[src/rtl/gray_rx_decode.sv]
// Synchronises and decodes an N-bit Gray stream, checks each step (hold / +1 wrap), tracks faults.
// Latency: gray_in sampled at edge k shows in bin_out (and pulses) at edge k+SYNC_STAGES. Optional macro GRAY_RX_ERRCNT_EN.
// Backpressure: none; free-running observer that consumes one sample per clock.
module gray_rx_decode #(
  parameter int N           = 8,
  parameter int SYNC_STAGES = 2
) (
  input  logic         clk,
  input  logic         rst_n,
  input  logic [N-1:0] gray_in,
  input  logic         clr_err,
  output logic [N-1:0] bin_out,
  output logic         bin_valid,
  output logic         inc_pulse,
  output logic         err_pulse,
  output logic [7:0]   err_cnt
);

  localparam int WW = $clog2(SYNC_STAGES + 1);

  typedef enum logic [1:0] {
    INIT  = 2'd0,
    TRACK = 2'd1,
    FAULT = 2'd2
  } state_t;

  state_t        state;
  logic [N-1:0]  sync_q [SYNC_STAGES];
  logic [N-1:0]  s_last;
  logic [N-1:0]  d;
  logic [N-1:0]  bin_inc;
  logic          step_hold;
  logic          step_inc;
  logic          step_bad;
  logic          err_evt;
  logic [WW-1:0] wait_cnt;
  logic [1:0]    good_cnt;

  always_ff @(posedge clk) begin
    if (!rst_n) begin
      for (int i = 0; i < SYNC_STAGES; i++) sync_q[i] <= '0;
    end else begin
      sync_q[0] <= gray_in;
      for (int i = 1; i < SYNC_STAGES; i++) sync_q[i] <= sync_q[i-1];
    end
  end

  assign s_last = sync_q[SYNC_STAGES-1];

  // Each binary bit is the parity of all Gray bits at or above it.
  always_comb begin
    d = '0;
    for (int i = 0; i < N; i++) d[i] = ^(s_last >> i);
  end

  assign bin_inc   = bin_out + N'(1);
  assign step_hold = (d == bin_out);
  assign step_inc  = (d == bin_inc);
  assign step_bad  = !step_hold && !step_inc;
  assign err_evt   = (state == TRACK) && step_bad;

  always_ff @(posedge clk) begin
    if (!rst_n) begin
      state     <= INIT;
      wait_cnt  <= '0;
      good_cnt  <= '0;
      bin_out   <= '0;
      bin_valid <= 1'b0;
      inc_pulse <= 1'b0;
      err_pulse <= 1'b0;
    end else begin
      inc_pulse <= 1'b0;
      err_pulse <= 1'b0;
      case (state)
        INIT: begin
          if (wait_cnt == WW'(SYNC_STAGES)) begin
            bin_out   <= d;
            bin_valid <= 1'b1;
            state     <= TRACK;
          end else begin
            wait_cnt <= wait_cnt + WW'(1);
          end
        end
        TRACK: begin
          bin_out <= d;
          if (step_inc) begin
            inc_pulse <= 1'b1;
          end else if (step_bad) begin
            err_pulse <= 1'b1;
            bin_valid <= 1'b0;
            good_cnt  <= '0;
            state     <= FAULT;
          end
        end
        FAULT: begin
          bin_out <= d;
          if (step_bad) begin
            good_cnt <= '0;
          end else if (good_cnt == 2'd3) begin
            // fourth consecutive clean observation re-arms tracking
            good_cnt  <= '0;
            bin_valid <= 1'b1;
            state     <= TRACK;
          end else begin
            good_cnt <= good_cnt + 2'd1;
          end
        end
        default: state <= INIT;
      endcase
    end
  end

`ifdef GRAY_RX_ERRCNT_EN
  always_ff @(posedge clk) begin
    if (!rst_n) begin
      err_cnt <= '0;
    end else if (clr_err) begin
      err_cnt <= err_evt ? 8'd1 : 8'd0;
    end else if (err_evt && (err_cnt != 8'hFF)) begin
      err_cnt <= err_cnt + 8'd1;
    end
  end
`else
  logic unused_errcnt_inputs;
  assign unused_errcnt_inputs = clr_err ^ err_evt;
  assign err_cnt = '0;
`endif

endmodule

[config.mk]
export PLATFORM = sky130hd
export DESIGN_NAME = gray_rx_decode
export DESIGN_NICKNAME = d
export VERILOG_FILES = /design/src/rtl/gray_rx_decode.sv
export SDC_FILE = /design/constraint.sdc
export NUM_CORES = 1
export LEC_CHECK = 0
export CELL_PAD_IN_SITES_DETAIL_PLACEMENT = 1
export CELL_PAD_IN_SITES_GLOBAL_PLACEMENT = 2
export CORE_UTILIZATION = 32
export DETAILED_ROUTE_END_ITERATION = 10
export GPL_TIMING_DRIVEN = 0
export PLACE_DENSITY = 0.74
export SLEW_MARGIN = 20
export SYNTH_ARGS = -nofsm -noshare
export SYNTH_HDL_FRONTEND = slang
export SYNTH_SLANG_ARGS = --single-unit
[constraint.sdc]
create_clock -name clk -period 3.1 [get_ports clk]
set_input_delay 0.31 -clock clk [delete_from_list [all_inputs] [get_ports clk]]
set_output_delay 0.31 -clock clk [all_outputs]
set_load 0.02 [all_outputs]
==> flow_metrics.tcl <==
set metrics [dict create \
    arrival_ns 2.98 \
    nets 238 \
    drcViolationCount 0 \
    hp-start "sync_q[0][5]$_SDFF_PN0_" \
    dp_hpwl_um 3130 \
    synth_most_common_cell "dfxtp_1" \
    post-cts-setup-buffers 0 \
    ios 30 \
    clk_pin_slew_ns 0.07 \
    post_dp_cell_area_um2 2100 \
    maxCapViolCount 0 \
    gr-usage-all-layers_pct 15.1 \
    cp-start-kind "flip-flop" \
    power_leakage_uw 0.000860 \
    period_share_pct 89.2 \
    die_w_um 76.8 \
    maxSlewHeadroom_pct 42.0 \
    diodes 0 \
    hold_depth 1 \
    area_growth_pct 22.2 \
    routed_via_density 4.75 \
    end_kind "flip-flop" \
    start_util_pct 34.1 \
    reg2reg_depth 8 \
    synth_cells 190 \
    dr_total_vias 1400 \
    slowest_stage "xor3_2" \
    gp_congestion 0.761 \
    stdcell_area_um2 2180 \
    pwr_density_cell_nw_per_um2 691 \
    regToRegSetupSlack_ns 0.34 \
    async_flop_share_pct 0 \
    finalCriticalPeriod_ns 2.76 \
    cts_root_buffer "clkbuf_8" \
    grt_first_pass_wirelength_um 6880 \
    fill_cells 617 \
    slew_viol_final 0 \
    clockBufferDepth 2 \
    htree_levels 2 \
    syn_area_um2 1790 \
    fmax_ghz 0.362 \
    cp_cell_sequence "buf_6 > xnor2_1 > xnor3_2 > xor3_2 > xor2_2 > nor4b_4 > a2bb2o_2 > a21oi_2" \
    syn_area_per_cell_um2 9.41 \
    die_h_um 76.8 \
    postRouteAntennaNets 0 \
    port_buffers 20 \
    hold_buffers 0 \
    hold_viol_final 0 \
    worst-setup-path-type "reg2reg" \
    synthDistinctLibCells 47 \
    r2r-start "sync_q[0][15]$_SDFF_PN0_" \
    synthTopCellsByCount "dfxtp_1, and2_1, nor2_1" \
    rsz0062_at_grt "false" \
    grt_overflow 0 \
    die_area_um2 5890 \
    synth_warnings 0 \
    synth-edff-count 0 \
    crit_fanout 9 \
    status "complete, no violations" \
    cts_resized 0 \
    drt-total-wl_um 4020 \
    cpPeakStageDelay_ns 0.44 \
    cts_buffers 5 \
    ir_worst_vdd_mv 0.260 \
    antenna_found_initial 0 \
    cts_tree "built" \
    synth_top_area_cell "dfxtp_1" \
    synth_seq_cells 33 \
    coreArea_um2 5240 \
    multi_input_area_um2 1030 \
    fin_worst_skew_ns 0.00587 \
    regArea_um2 661 \
    tns_ns 0 \
    rows 26 \
    cts.sinks 33 \
    ys_seq_area_share_pct 36.9 \
    wl_per_cell_um 13.6 \
    grt_max_degree 11 \
    firstDrtPassIters 4 \
    worstHoldEndpoint "sync_q[0][13]$_SDFF_PN0_" \
    grt_pass1_vias 1406 \
    synth_flop_cell "dfxtp_1" \
    worstHoldPathType "reg2reg" \
    tightest_slew_ns 0.867 \
    synth_top_area_share_pct 36.9 \
    drt-initial-drc-count 44 \
    layout-drive-gt1-share_pct 13.8 \
    setup_viol 0 \
    reg2reg_to "good_cnt[1]$_SDFFE_PN0P_" \
    required_ns 3.32 \
    clock_latency_ns 0.28 \
    synth.area.top_cells "dfxtp_1, and2_1, xnor2_1, xor2_1, buf_4" \
]
## placed cells by master, fill, tap and decap left out, types with 2 or more instances in the layout
cell             netlist  final
and2_1                21     21
nor3_1                 6      6
buf_4                  9      9
mux2i_1                3      3
nand2_1               10     10
nor2_1                13     13
buf_6                  2      2
clkbuf_8               0      5
conb_1                 1      8
nor4_1                 2      2
clkbuf_1               4      5
clkinv_2               0      2
nand3_1                8      8
ha_1                   3      3
dfxtp_1               33     33
a21oi_1                6      6
o22ai_1                2      2
o31ai_1                2      2
xnor2_1               10     10
o21ai_0                8      8
inv_1                  6      6
xor2_1                 9      9
a211oi_1               4      4
clkdlybuf4s50_1        0     20
and3_1                 2      2
a221oi_1               2      2
## power breakdown
group	leakage, µW	switching [µW]	internal (µW)
logic	0.000544	358	282
clock network	0.0000450	159	156
registers	0.000271	69.7	487
total	0.000860	586	924
## kinds of logic (layout without fill, tap and decap cells)
| family | Yosys count | in the layout | share of synthesized area (%) |
|---|---|---|---|
| simple gates | 70 | 70 | 21.6 |
| compound gates | 35 | 35 | 14.9 |
| flops | 33 | 33 | 36.9 |
| xor+xnor | 24 | 24 | 15.4 |
| buf+inv | 21 | 49 | 7.14 |
| fa+ha+maj | 3 | 3 | 2.10 |
| mux | 3 | 3 | 1.68 |
| other cells | 1 | 8 | 0.210 |
## final cells by class
| cell class | count | area share, % |
|---|---|---|
| clock inverters | 2 | 0.458 |
| well taps | 70 | 4.01 |
| flip-flops and latches | 33 | 30.2 |
| clock buffers | 6 | 3.32 |
| inverters | 6 | 1.03 |
| multi-input cells | 143 | 47.0 |
| plain buffers | 15 | 4.81 |
| repair buffers | 20 | 9.16 |
## worst max-delay path, delay by kind of cell, from the launching register on
kind	cells	cell delay, ns
xor+xnor	4	1.36
flops	1	0.31
simple gates	1	0.44
compound gates	2	0.45
buf+inv	1	0.13
## through the flow
step | std cells | hold WS, ns | utilization [%] | total power, µW | setup WS [ns]
after floorplan | 197 | 0.412 | - | 1010 | 0.605
after global placement | 287 | 0.420 | 40.1 | 1180 | 0.354
after detailed placement | 287 | 0.420 | 40.1 | 1210 | 0.319
after CTS | 295 | 0.430 | 41.7 | 1530 | 0.297
after global routing | 295 | 0.443 | 41.7 | 1610 | 0.155
final | 295 | 0.430 | 41.7 | 1510 | 0.336
## metal layers
layer  share of wire [%]  global-route usage (%)
met1                  45                    16.9
met2                  50                    26.8
met3                 3.7                    4.52
met4                 1.1                    5.19
met5                   0                       0
## state kept, by name (all words and copies together), names as in the netlist
register and cells:
state 2, inc_pulse 1, wait_cnt 2, err_pulse 1
good_cnt 2, bin_valid 1, bin_out 8, sync_q 16
## how the worst max path moves through the flow
stage,end,from,slack (ns)
floorplan,state[1]$_SDFFE_PN0P_,sync_q[0][15]$_SDFF_PN0_,0.60
global placement,state[1]$_SDFFE_PN0P_,sync_q[0][15]$_SDFF_PN0_,0.35
detailed placement,state[1]$_SDFFE_PN0P_,sync_q[0][15]$_SDFF_PN0_,0.32
CTS,good_cnt[1]$_SDFFE_PN0P_,sync_q[0][15]$_SDFF_PN0_,0.30
global route,state[1]$_SDFFE_PN0P_,sync_q[0][15]$_SDFF_PN0_,0.15
finish,good_cnt[1]$_SDFFE_PN0P_,sync_q[0][15]$_SDFF_PN0_,0.34
No activity file was read; power rests on OpenSTA's default activity.
